===== config.mk =====
export PLATFORM = sky130hd
export DESIGN_NAME = riscv_noc_packet_buffer
export DESIGN_NICKNAME = d
export VERILOG_FILES = /design/src/rtl/riscv_noc_pkg.sv /design/src/rtl/riscv_noc_buffer_ram.sv /design/src/rtl/riscv_noc_packet_buffer.sv
export SDC_FILE = /design/constraint.sdc
export NUM_CORES = 1
export LEC_CHECK = 0
export BUFFER_PORTS_ARGS = -buffer_cell sky130_fd_sc_hd__buf_2
export CORE_ASPECT_RATIO = 0.7
export CORE_UTILIZATION = 55
export DETAILED_ROUTE_END_ITERATION = 16
export GPL_TIMING_DRIVEN = 0
export PLACE_DENSITY_LB_ADDON = 0.08
export SLEW_MARGIN = 20
export SYNTH_ARGS = -nofsm -noshare
export SYNTH_HDL_FRONTEND = slang
export SYNTH_SLANG_ARGS = --single-unit

===== constraint.sdc =====
create_clock -name clk -period 6.45 [get_ports clk]
set_clock_uncertainty 0.2 [all_clocks]
set_input_delay 1.29 -clock clk [delete_from_list [all_inputs] [get_ports clk]]
set_output_delay 1.29 -clock clk [all_outputs]
set_load 0.01 [all_outputs]

===== src/rtl/riscv_noc_pkg.sv =====
// -----------------------------------------------------------------------------
// riscv_noc_pkg
// Shared NoC definitions used by the channel multiplexer, the packet buffer
// and the router.
//   PLEN_DEFAULT : default flit payload width in bits
//   noc_flit_t   : flit as carried between blocks, {last, flit}
// -----------------------------------------------------------------------------
package riscv_noc_pkg;

   localparam int unsigned PLEN_DEFAULT = 64;

   typedef struct packed {
      logic                    last;
      logic [PLEN_DEFAULT-1:0] flit;
   } noc_flit_t;

endpackage


===== src/rtl/riscv_noc_buffer_ram.sv =====
// -----------------------------------------------------------------------------
// riscv_noc_buffer_ram
// DEPTH x WIDTH flit storage: one synchronous write port and one asynchronous
// read port. Contents are not reset; validity is tracked by the owner.
//   clk   : clock, rising edge
//   we    : write enable
//   waddr : write address
//   wdata : write data
//   raddr : read address
//   rdata : read data (combinational from raddr)
// -----------------------------------------------------------------------------
module riscv_noc_buffer_ram
   import riscv_noc_pkg::*;
#(
   parameter int unsigned DEPTH = 16,
   parameter int unsigned WIDTH = PLEN_DEFAULT + 1
) (
   input  logic                     clk,
   input  logic                     we,
   input  logic [$clog2(DEPTH)-1:0] waddr,
   input  logic [WIDTH-1:0]         wdata,
   input  logic [$clog2(DEPTH)-1:0] raddr,
   output logic [WIDTH-1:0]         rdata
);

   logic [WIDTH-1:0] mem [DEPTH];

   always_ff @(posedge clk) begin
      if (we) begin
         mem[waddr] <= wdata;
      end
   end

   assign rdata = mem[raddr];

endmodule


===== src/rtl/riscv_noc_packet_buffer.sv =====
// -----------------------------------------------------------------------------
// riscv_noc_packet_buffer
// Flit FIFO behind the NoC channel multiplexer. Absorbs router back-pressure,
// stores {last, flit} per entry and reports flit/packet occupancy. With
// FULLPACKET = 1 the head is only offered once a complete packet is stored,
// or in cut-through when the buffer fills without holding any last flit.
//   clk          : clock, rising edge
//   rst          : synchronous reset, active-high
//   in_flit      : flit from the channel multiplexer
//   in_last      : flit ends its packet
//   in_valid     : upstream flit valid
//   in_ready     : buffer accepts a flit this cycle (registered)
//   out_flit     : head flit
//   out_last     : head flit ends its packet
//   out_valid    : head flit valid
//   out_ready    : downstream accepts the head flit
//   flit_count   : flits stored
//   packet_count : last flits stored (complete packets)
// -----------------------------------------------------------------------------
module riscv_noc_packet_buffer
   import riscv_noc_pkg::*;
#(
   parameter int unsigned PLEN       = PLEN_DEFAULT,
   parameter int unsigned DEPTH      = 16,
   parameter bit          FULLPACKET = 1'b0
) (
   input  logic                       clk,
   input  logic                       rst,
   input  logic [PLEN-1:0]            in_flit,
   input  logic                       in_last,
   input  logic                       in_valid,
   output logic                       in_ready,
   output logic [PLEN-1:0]            out_flit,
   output logic                       out_last,
   output logic                       out_valid,
   input  logic                       out_ready,
   output logic [$clog2(DEPTH+1)-1:0] flit_count,
   output logic [$clog2(DEPTH+1)-1:0] packet_count
);

   localparam int unsigned PTR_W = $clog2(DEPTH);
   localparam int unsigned CNT_W = $clog2(DEPTH+1);
   localparam logic [CNT_W-1:0] CNT_FULL = CNT_W'(DEPTH);

   logic [PTR_W-1:0] wr_ptr;
   logic [PTR_W-1:0] rd_ptr;
   logic [CNT_W-1:0] flit_cnt_q;
   logic [CNT_W-1:0] pkt_cnt_q;
   logic [CNT_W-1:0] flit_cnt_d;
   logic [CNT_W-1:0] pkt_cnt_d;
   logic             in_ready_q;
   logic             cut_q;
   logic             cut_through;
   logic             valid_int;
   logic             push;
   logic             pop;
   logic             pkt_inc;
   logic             pkt_dec;
   logic [PLEN:0]    rd_word;

   riscv_noc_buffer_ram #(
      .DEPTH (DEPTH),
      .WIDTH (PLEN + 1)
   ) u_ram (
      .clk   (clk),
      .we    (push),
      .waddr (wr_ptr),
      .wdata ({in_last, in_flit}),
      .raddr (rd_ptr),
      .rdata (rd_word)
   );

   assign push    = in_valid & in_ready_q;
   assign pop     = valid_int & out_ready;
   assign pkt_inc = push & in_last;
   assign pkt_dec = pop & rd_word[PLEN];

   // Cut-through asserts combinationally as soon as the buffer is full with no
   // last flit inside; the registered copy keeps it alive while the long
   // packet drains, until its last flit leaves.
   assign cut_through = cut_q | ((flit_cnt_q == CNT_FULL) && (pkt_cnt_q == '0));

   always_comb begin
      valid_int = (flit_cnt_q != '0);
      if (FULLPACKET) begin
         valid_int = (flit_cnt_q != '0) && ((pkt_cnt_q != '0) || cut_through);
      end
   end

   always_comb begin
      flit_cnt_d = flit_cnt_q;
      case ({push, pop})
         2'b10:   flit_cnt_d = flit_cnt_q + CNT_W'(1);
         2'b01:   flit_cnt_d = flit_cnt_q - CNT_W'(1);
         default: flit_cnt_d = flit_cnt_q;
      endcase
   end

   always_comb begin
      pkt_cnt_d = pkt_cnt_q;
      case ({pkt_inc, pkt_dec})
         2'b10:   pkt_cnt_d = pkt_cnt_q + CNT_W'(1);
         2'b01:   pkt_cnt_d = pkt_cnt_q - CNT_W'(1);
         default: pkt_cnt_d = pkt_cnt_q;
      endcase
   end

   always_ff @(posedge clk) begin
      if (rst) begin
         wr_ptr     <= '0;
         rd_ptr     <= '0;
         flit_cnt_q <= '0;
         pkt_cnt_q  <= '0;
         in_ready_q <= 1'b0;
         cut_q      <= 1'b0;
      end else begin
         if (push) begin
            wr_ptr <= wr_ptr + PTR_W'(1);
         end
         if (pop) begin
            rd_ptr <= rd_ptr + PTR_W'(1);
         end
         flit_cnt_q <= flit_cnt_d;
         pkt_cnt_q  <= pkt_cnt_d;
         // Ready is computed from next-state occupancy so it carries no
         // combinational path from out_ready.
         in_ready_q <= (flit_cnt_d != CNT_FULL);
         if (pkt_dec) begin
            cut_q <= 1'b0;
         end else begin
            cut_q <= cut_through;
         end
      end
   end

   assign in_ready     = in_ready_q;
   assign out_valid    = valid_int;
   assign out_flit     = rd_word[PLEN-1:0];
   assign out_last     = rd_word[PLEN];
   assign flit_count   = flit_cnt_q;
   assign packet_count = pkt_cnt_q;

endmodule


Word level (Yosys, flattened, before mapping)
Memory sizes are Yosys's and may differ from the RTL's. A register that Yosys moved wholly into a read port is not among the register bits.
Cells that the tools add are included.
{"block": "op_classes", "bitwise": 4, "eq_ne": 5, "mux": 6, "add_sub_neg": 6, "reduce_logical": 2}
{"cell": "5-bit one-hot mux with 2 select lines", "n": 2}
{"cell": "5-bit by 1-bit adder with 5-bit output, second input constant", "n": 2}
{"cell": "5-bit by 1-bit subtractor with 5-bit output, second input constant", "n": 2}
{"cell": "4-bit by 1-bit adder with 4-bit output, second input constant", "n": 2}
{"cell": "4-bit 2-to-1 mux", "n": 2}
{"cell": "5-bit inequality test, second input constant", "n": 1}
{"cell": "5-bit nonzero test", "n": 1}
{"cell": "1-bit bitwise AND", "n": 4}
{"cell": "2-bit by 1-bit == test with 1-bit output, second input constant", "n": 2}
{"cell": "2-bit == test, second input constant", "n": 2}
{"cell": "1-bit 2-to-1 mux", "n": 2}
{"cell": "2-bit nonzero test", "n": 1}
{"block": "word_totals", "input_bits": 69, "memories": 1, "output_inout_bits": 77, "reg_bits": 19, "ram_bits": 1040}
{"memory": "u_ram.mem", "depth": 16, "width": 65, "rd": 1, "rd_clocked_by_memory_dff": 1, "wr": 1, "line": "riscv_noc_buffer_ram.sv:26", "source": "logic [WIDTH-1:0] mem [DEPTH];"}

Longest topological paths before layout
Gate-level depths: netlist of run 1.
{"block": "logic_depth", "ltp_word": 5, "mapped_depth": 13, "depth_no_buf": 11}

By module
From an unflattened synthesis of run 1, not the netlist that was laid out.
{"block": "unflattened", "hier_cells": 1723, "area_unflattened_um2": 39989.6}
{"mod": "riscv_noc_buffer_ram", "instances": 1, "area_each_um2": 38938.6, "cells_each": 1608, "seq_area_each_um2": 31230.0}
{"mod": "riscv_noc_packet_buffer", "instances": 1, "area_each_um2": 1051.0, "cells_each": 115, "seq_area_each_um2": 380.4}

Worst setup path before layout of run 1
OpenSTA, ideal clock, no wires.
{"block": "synth_timing", "path_kind": "input to register", "from": "input port in_valid", "to": "memory u_ram.mem[3][0] (netlist bit) (enable)", "path_slack_ns": -0.578, "setup_ns": 0.568, "cell_stages": 4, "required_ns": 5.682, "path_buffers": 1, "arrival_time_ns": 6.260, "path_cell_list": "and2_1 > clkbuf_1 > nand2_1 > nor3_1"}
{"block": "synth_via", "elab_chain_cells": 3}
{"element": "start: declaration", "line": "riscv_noc_packet_buffer.sv:31", "source": "input logic in_valid,"}
{"element": "1-bit bitwise AND", "line": "riscv_noc_packet_buffer.sv:73", "source": "assign push = in_valid & in_ready_q;"}
{"element": "1-bit 2-to-1 mux", "line": "riscv_noc_buffer_ram.sv:29", "source": "if (we) begin"}
{"element": "1-bit 2-to-1 mux (not written as such)", "line": "riscv_noc_buffer_ram.sv:30", "source": "mem[waddr] <= wdata;"}
{"element": "end: declaration", "line": "riscv_noc_buffer_ram.sv:26"}
Every way passes these cells.

==> results of run 1 <==
[stage by stage]
| stage | setup WS, ps | cell area, um^2 | utilization (%) | std cells | hold WS [ps] |
|---|---|---|---|---|---|
| after floorplan | 1160 | 40400 | - | 1596 | 282 |
| after global placement | -3290 | 42400 | 58.7 | 2706 | 267 |
| after detailed placement | 1720 | 44200 | 61.3 | 2786 | 281 |
| after CTS | 985 | 47200 | 65.5 | 2959 | 290 |
| after global routing | 882 | 47200 | 65.5 | 2961 | 343 |
| final | 1040 | 47200 | 65.5 | 2963 | 287 |
[final timing paths]
path / start / to / slack (ps) / depth (start not counted)
max: register / out_flit[35] / 1040 / 6
min: packet_count[4] / packet_count[4] / 290 / 2
max reg2reg: register / packet_count[4] / 2730 / 11
min reg2reg: packet_count[4] / packet_count[4] / 290 / 2
[logic make-up (layout without fill, tap and decap cells)]
| logic type | after synthesis | count (layout) | synth area share, % |
|---|---|---|---|
| other | 0 | 4 | 0 |
| buffers and inverters | 93 | 490 | 1.45 |
| multiplexers | 328 | 328 | 18.3 |
| AO/OA/AOI/OAI | 19 | 19 | 0.291 |
| adder cells (fa/ha/maj) | 13 | 13 | 0.421 |
| flip-flops | 1063 | 1063 | 78.4 |
| AND/OR/NAND/NOR | 64 | 64 | 0.737 |
| XOR/XNOR | 16 | 16 | 0.347 |
[routing by layer]
| metal | wire length [um] | GRT usage (%) |
|---|---|---|
| met5 | 60 | 0 |
| met4 | 1990 | 6.50 |
| met1 | 38100 | 36.5 |
| met3 | 5380 | 4.16 |
| met2 | 44900 | 40.3 |
[power by group through the flow]
stage | registers, mW | logic [mW] | clock network (mW)
after global placement | 7.90 | 3.17 | 0
after detailed placement | 7.89 | 3.26 | 0
final | 7.75 | 3.21 | 5.54
after global routing | 7.75 | 3.44 | 5.90
after floorplan | 7.90 | 2.23 | 0
after CTS | 7.74 | 3.27 | 5.63
[layout make-up]
cell class | count | area [um^2]
Inverter | 9 | 33.8
Clock buffer | 123 | 2590
Multi-Input combinational cell | 440 | 8260
Clock inverter | 50 | 435
Sequential cell | 1063 | 31700
Fill cell | 4589 | 24900
Timing Repair Buffer | 224 | 2450
Antenna cell | 4 | 10.0
Tap cell | 966 | 1210
Buffer | 84 | 551
[tightest hold or removal path, delay by kind of cell, from the launching register on]
kind,cells,cell delay (ps)
AOI/OAI and AO/OA,2,120
DFF,1,320
[flip-flops by register name, summed over array words and instances (netlist names), named ones only]
| register | count |
|---|---|
| wr_ptr | 4 |
| in_ready | 1 |
| u_ram.mem | 1040 |
| packet_count | 5 |
| flit_count | 5 |
| rd_ptr | 4 |
[cells in the final DEF (no fill, tap or decap), types with 4 or more instances in the layout]
| cell | netlist | final |
|---|---|---|
| edfxtp_1 | 1040 | 1040 |
| mux4_2 | 311 | 311 |
| buf_2 | 16 | 160 |
| clkbuf_16 | 0 | 99 |
| clkbuf_1 | 36 | 58 |
| buf_16 | 0 | 39 |
| buf_6 | 24 | 32 |
| dfxtp_1 | 23 | 23 |
| clkinv_1 | 0 | 23 |
| buf_8 | 1 | 19 |
| nor2_1 | 30 | 18 |
| buf_12 | 1 | 16 |
| clkinv_2 | 0 | 15 |
| mux4_1 | 14 | 14 |
| nor2_4 | 0 | 12 |
| ha_1 | 12 | 12 |
| nand2_1 | 11 | 11 |
| xor2_1 | 10 | 10 |
| inv_1 | 9 | 9 |
| a21oi_1 | 9 | 9 |
| bufinv_16 | 0 | 8 |
| xnor2_1 | 6 | 6 |
| diode_2 | 0 | 4 |
| nor3_4 | 0 | 4 |
| nor2b_1 | 4 | 4 |
| buf_1 | 4 | 4 |
[cells in the mapped netlist (all sizes together), types with 2 or more instances]
library cell,instances,share of area [%]
o31ai,2,0.037
nand4,2,0.031
nor3,6,0.074
xor2,10,0.22
nor2b,4,0.062
a21oi,9,0.11
nand2b,2,0.031
clkbuf,36,0.33
mux4,325,18
or3,3,0.046
inv,9,0.084
buf,48,1.0
nor2,30,0.28
o21ai,3,0.037
dfxtp,23,1.1
mux2i,3,0.074
and2,2,0.031
nand2,11,0.10
ha,12,0.37
xnor2,6,0.13
edfxtp,1040,77
==> results.md, run 1 <==
- Synth Flop Type: edfxtp_1
- Initial drt markers: 1962
- Vias/cell: 6.18
- Die width: 326 um
- Final GP Congestion: 0.744
- Power share of the combinational group: 19.5%
- Buf+Inv Stages, Crit Path: 4
- Syn avg cell area: approximately 25 um^2
- Max-cap viol count: 0
- Unrepaired setup endpoints after global routing: false
- Largest net degree at the start of global routing: 18
- CP max stage cell: buf_1
- Register share of total power: between 40 and 50%
- Clock Root Buffer: clkbuf_16
- NetSw: 4.03 mW
- CTS-repair resized insts: 0
- Routed Antenna Nets: 0
- Tcrit/Tclk final: between 80 and 90%
- Area grow syn2layout: 16.9%
- Leak: 14.7 nW
- Largest vdd supply drop: 260 uV
- Fmax: ~180 MHz
- DP Wirelength: 57.4 mm
- DRC viols: 0
- Worst min path class: register to register
- Port bufs: ~140
- Total Routed Length: a little over 90 mm
- CP Capture Type: primary output
- Die area: roughly 75000 um^2
- Layout net count: around 2000
- Clock Latency Late Sink: approximately 660 ps
- Antenna violations before repair: 11
- WL/cell: a little over 30 um
- Initial Utilization: a little under three fifths
- Grt total ovfl: 0
- Die height: roughly 230 um
- Synth Cell Area: just over 40000 um^2
- Clk sinks: 1063
- Layout cells sized above 1: a little over a third
- CP Launch Type: register
- Setup TNS: 0 ps
- Max FO, Critical Path: 10
- Post-synth ARST share: 0%
- Placeable Area: a little over 70000 um^2
- Io pins: about 150
- Cell Pwr Density: between 300 and 400 nW/um^2
- Tot Pwr: roughly 16 mW
- Status: complete, no violations
- Slew Limit Headroom: 27.8%
- Final hold vios: 0
- # setup viols final: 0
- # hold bufs at CTS: 0
- Syn_nets: roughly 1700
- CP Cell Sequence: clkbuf_1 -> clkbuf_1 -> buf_1 -> mux4_2 -> mux4_2 -> buf_2
- H-Tree Depth: 3
- Clock tree from TritonCTS: done
- Sw Ratio: roughly a quarter
- Vias in the first global route: 19000
- Slew Limit Fails: 0
- Critical path's top delay family: buffers and inverters
- Sequential area share after synthesis: 78.4%
- Row Count: a little over 80
- Inserted Clock Buffers: 95
- Tightest Pin Transition: between 1000 and 1500 ps
- Cells after Synth: about 1600
- Clock transition at the registers of the reported paths: 70 ps
- Ys Warns: 0
- Tot GR Track Use: 25.1%
- EDFF count, synth: approximately 1000
- Register bit total from synthesis: about 1100
- Crit path DAT: between 3000 and 4000 ps
- Clk network pwr share: ~34%
- Int Pwr: about 12 mW
- Final Critical Period: roughly 5400 ps
- Critical path required time: 4960 ps
- Drt first pass iters: 5
- Worst setup path class: register to primary output
- Post-CTS Setup Repair Bufs: 0
- Vias: 18300
- CP max stage delay: approximately 870 ps
- Global-route wire length before repair: 132 mm
- Clk buf depth: 3
- Unique masters post-synth: 37
(Power assumes the default switching activity.)
==> run 2, diff against run 1 <==
- clock period: 6.45 -> 4.55 ns (I/O delays scaled with it)
==> results.md, run 2 (synthesis gave the netlist of run 1 again) <==
- Pre-CTS setup slack: 205 ps
- Reg2reg setup slack: 820 ps
- Clk buf depth: 3
- Setup TNS: 0 ps
- HP Start: packet_count[4]
- Grt total ovfl: 0
- WL/cell: between 30 and 40 um
- Layout net count: roughly 2000
- Post-CTS Setup Repair Bufs: 0
- Tcrit/Tclk final: between 90% and 100%
- Vias/cell: approximately 6.2
- Crit path DAT: roughly 3300 ps
- Routed Antenna Nets: 0
- Worst setup path class: register to primary output
- Initial Utilization: 56.0%
- Leak: about 15 nW
- Hold Crit Depth: 2
- DP Wirelength: 57.4 mm
- Area grow syn2layout: 17.0%
- Post-route cell area: between 40000 and 50000 um^2
- Final Critical Period: around 4400 ps
- Row Count: just over 80
- CP max stage cell: clkdlybuf4s18_2
- Final worst setup slack: about 170 ps
- Biggest register: u_ram.mem
- Critical path's top delay family: buffers and inverters
- Drt first pass iters: 7
- Fmax: approximately 230 MHz
- Most common cell after layout, fill and taps aside: edfxtp_1
- Max-cap viol count: 0
- H-Tree Depth: 3
- CP Cell Sequence: clkbuf_1 -> clkbuf_2 -> clkdlybuf4s18_2 -> mux4_2 -> mux4_2 -> buf_2
- Final hold vios: 0
- Tightest Pin Transition: between 900 and 1000 ps
- Inserted Clock Buffers: 95
- CP Launch Type: register
- Buf+Inv Stages, Crit Path: 4
- Number of flip-flops in the largest register: roughly 1000
- Most frequent cells in the layout: edfxtp_1, mux4_2, buf_2
- Tot GR Track Use: roughly a quarter
- Reg-to-reg critical path endpoint: packet_count[4]
- R2R depth: 11
- Port bufs: around 140
- Largest net degree at the start of global routing: 18
- Cell Pwr Density: 495 nW/um^2
- # setup viols final: 0
- Clock Latency Late Sink: 660 ps
- Clk sinks: ~1100
- # hold bufs at CTS: 0
- Worst min path class: register to register
- Antenna violations before repair: 11
- Clock Root Buffer: clkbuf_16
- Clock transition at the registers of the reported paths: approximately 70 ps
- Critical path required time: ~3400 ps
- Stages on the worst setup path: 6
- Global-route wire length before repair: roughly 130 mm
- Placeable Area: ~72000 um^2
- Largest vdd supply drop: between 300 and 400 uV
- Total Routed Length: approximately 90 mm
- Crit-path most repeated cell: mux4_2
- Slew Limit Headroom: 34.0%
- Unrepaired setup endpoints after global routing: false
- Die height: around 230 um
- Final GP Congestion: 0.744
- Initial drt markers: between 2000 and 2500
- Slew Limit Fails: 0
- CP Capture Type: primary output
- Die area: roughly 75000 um^2
- Vias: 18300
- Vias in the first global route: around 19000
- Clock tree from TritonCTS: done
- DRC viols: 0
- Hold EP: packet_count[4]
- Status: complete, no violations
- Layout cells sized above 1: between 30% and 40%
- CP max stage delay: 600 ps
- Die width: around 330 um
- Post-DP Area: around 44000 um^2
- Max FO, Critical Path: 10
- Io pins: ~150
run 2: cell types whose count changed in the layout (fill, tap and decap cells not counted):
cell,delta
buf_1,-4
buf_2,+1
clkbuf_1,-18
clkbuf_2,+18
clkdlybuf4s15_2,+2
clkdlybuf4s18_2,+1
run 2: worst max path at each step:
stage,from,slack (ps),to
CTS,register,80,out_flit[35]
detailed placement,register,200,out_flit[27]
finish,register,170,out_flit[35]
floorplan,in_valid,-360,u_ram.mem[15][0]
global route,register,10,out_flit[35]
global placement,in_valid,-4810,u_ram.mem[4][31]
run 2: where the power goes:
| group | switching (mW) | internal [mW] | leakage, nW |
|---|---|---|---|
| clock | 3.40 | 4.45 | 1.48 |
| combinational | 2.24 | 2.31 | 3.77 |
| sequential | 0.0674 | 10.9 | 9.56 |
run 2: stage by stage:
step	total power, mW	utilization, %	hold WS (ps)	cells
after floorplan	14.4	-	282	1596
after global placement	15.7	58.7	267	2706
after detailed placement	15.8	61.3	281	2786
after CTS	23.6	65.5	290	2959
after global routing	24.2	65.5	343	2961
final	23.4	65.6	287	2963
run 2: layout make-up:
class / count / area (um^2)
multi-input cells: 440 / 8260
plain buffers: 84 / 596
repair buffers: 224 / 2450
flip-flops and latches: 1063 / 31700
diodes: 4 / 10.0
clock inverters: 50 / 435
well taps: 966 / 1210
fillers: 4581 / 24800
inverters: 9 / 33.8
clock buffers: 123 / 2590
run 2: repair_timing:
item,in CTS,in global routing
gates cloned,0,0
hold endpoints to repair,0,0
setup endpoints to repair,64,1
gates resized for setup,25,1
run 2: routing by layer:
layer  global-route usage (%)  vias up  share of wire, %
met5                        0        -             0.057
met3                     4.06      139               5.8
met1                     36.6     9904                42
li1                         -     7600                 -
met4                     6.32        8               2.1
met2                     40.3      647                50
run 2: tightest hold or removal path: stages, from the launching register on:
cell and delay [ps]:
dfxtp_1 320, o31ai_1 60, a21oi_1 60
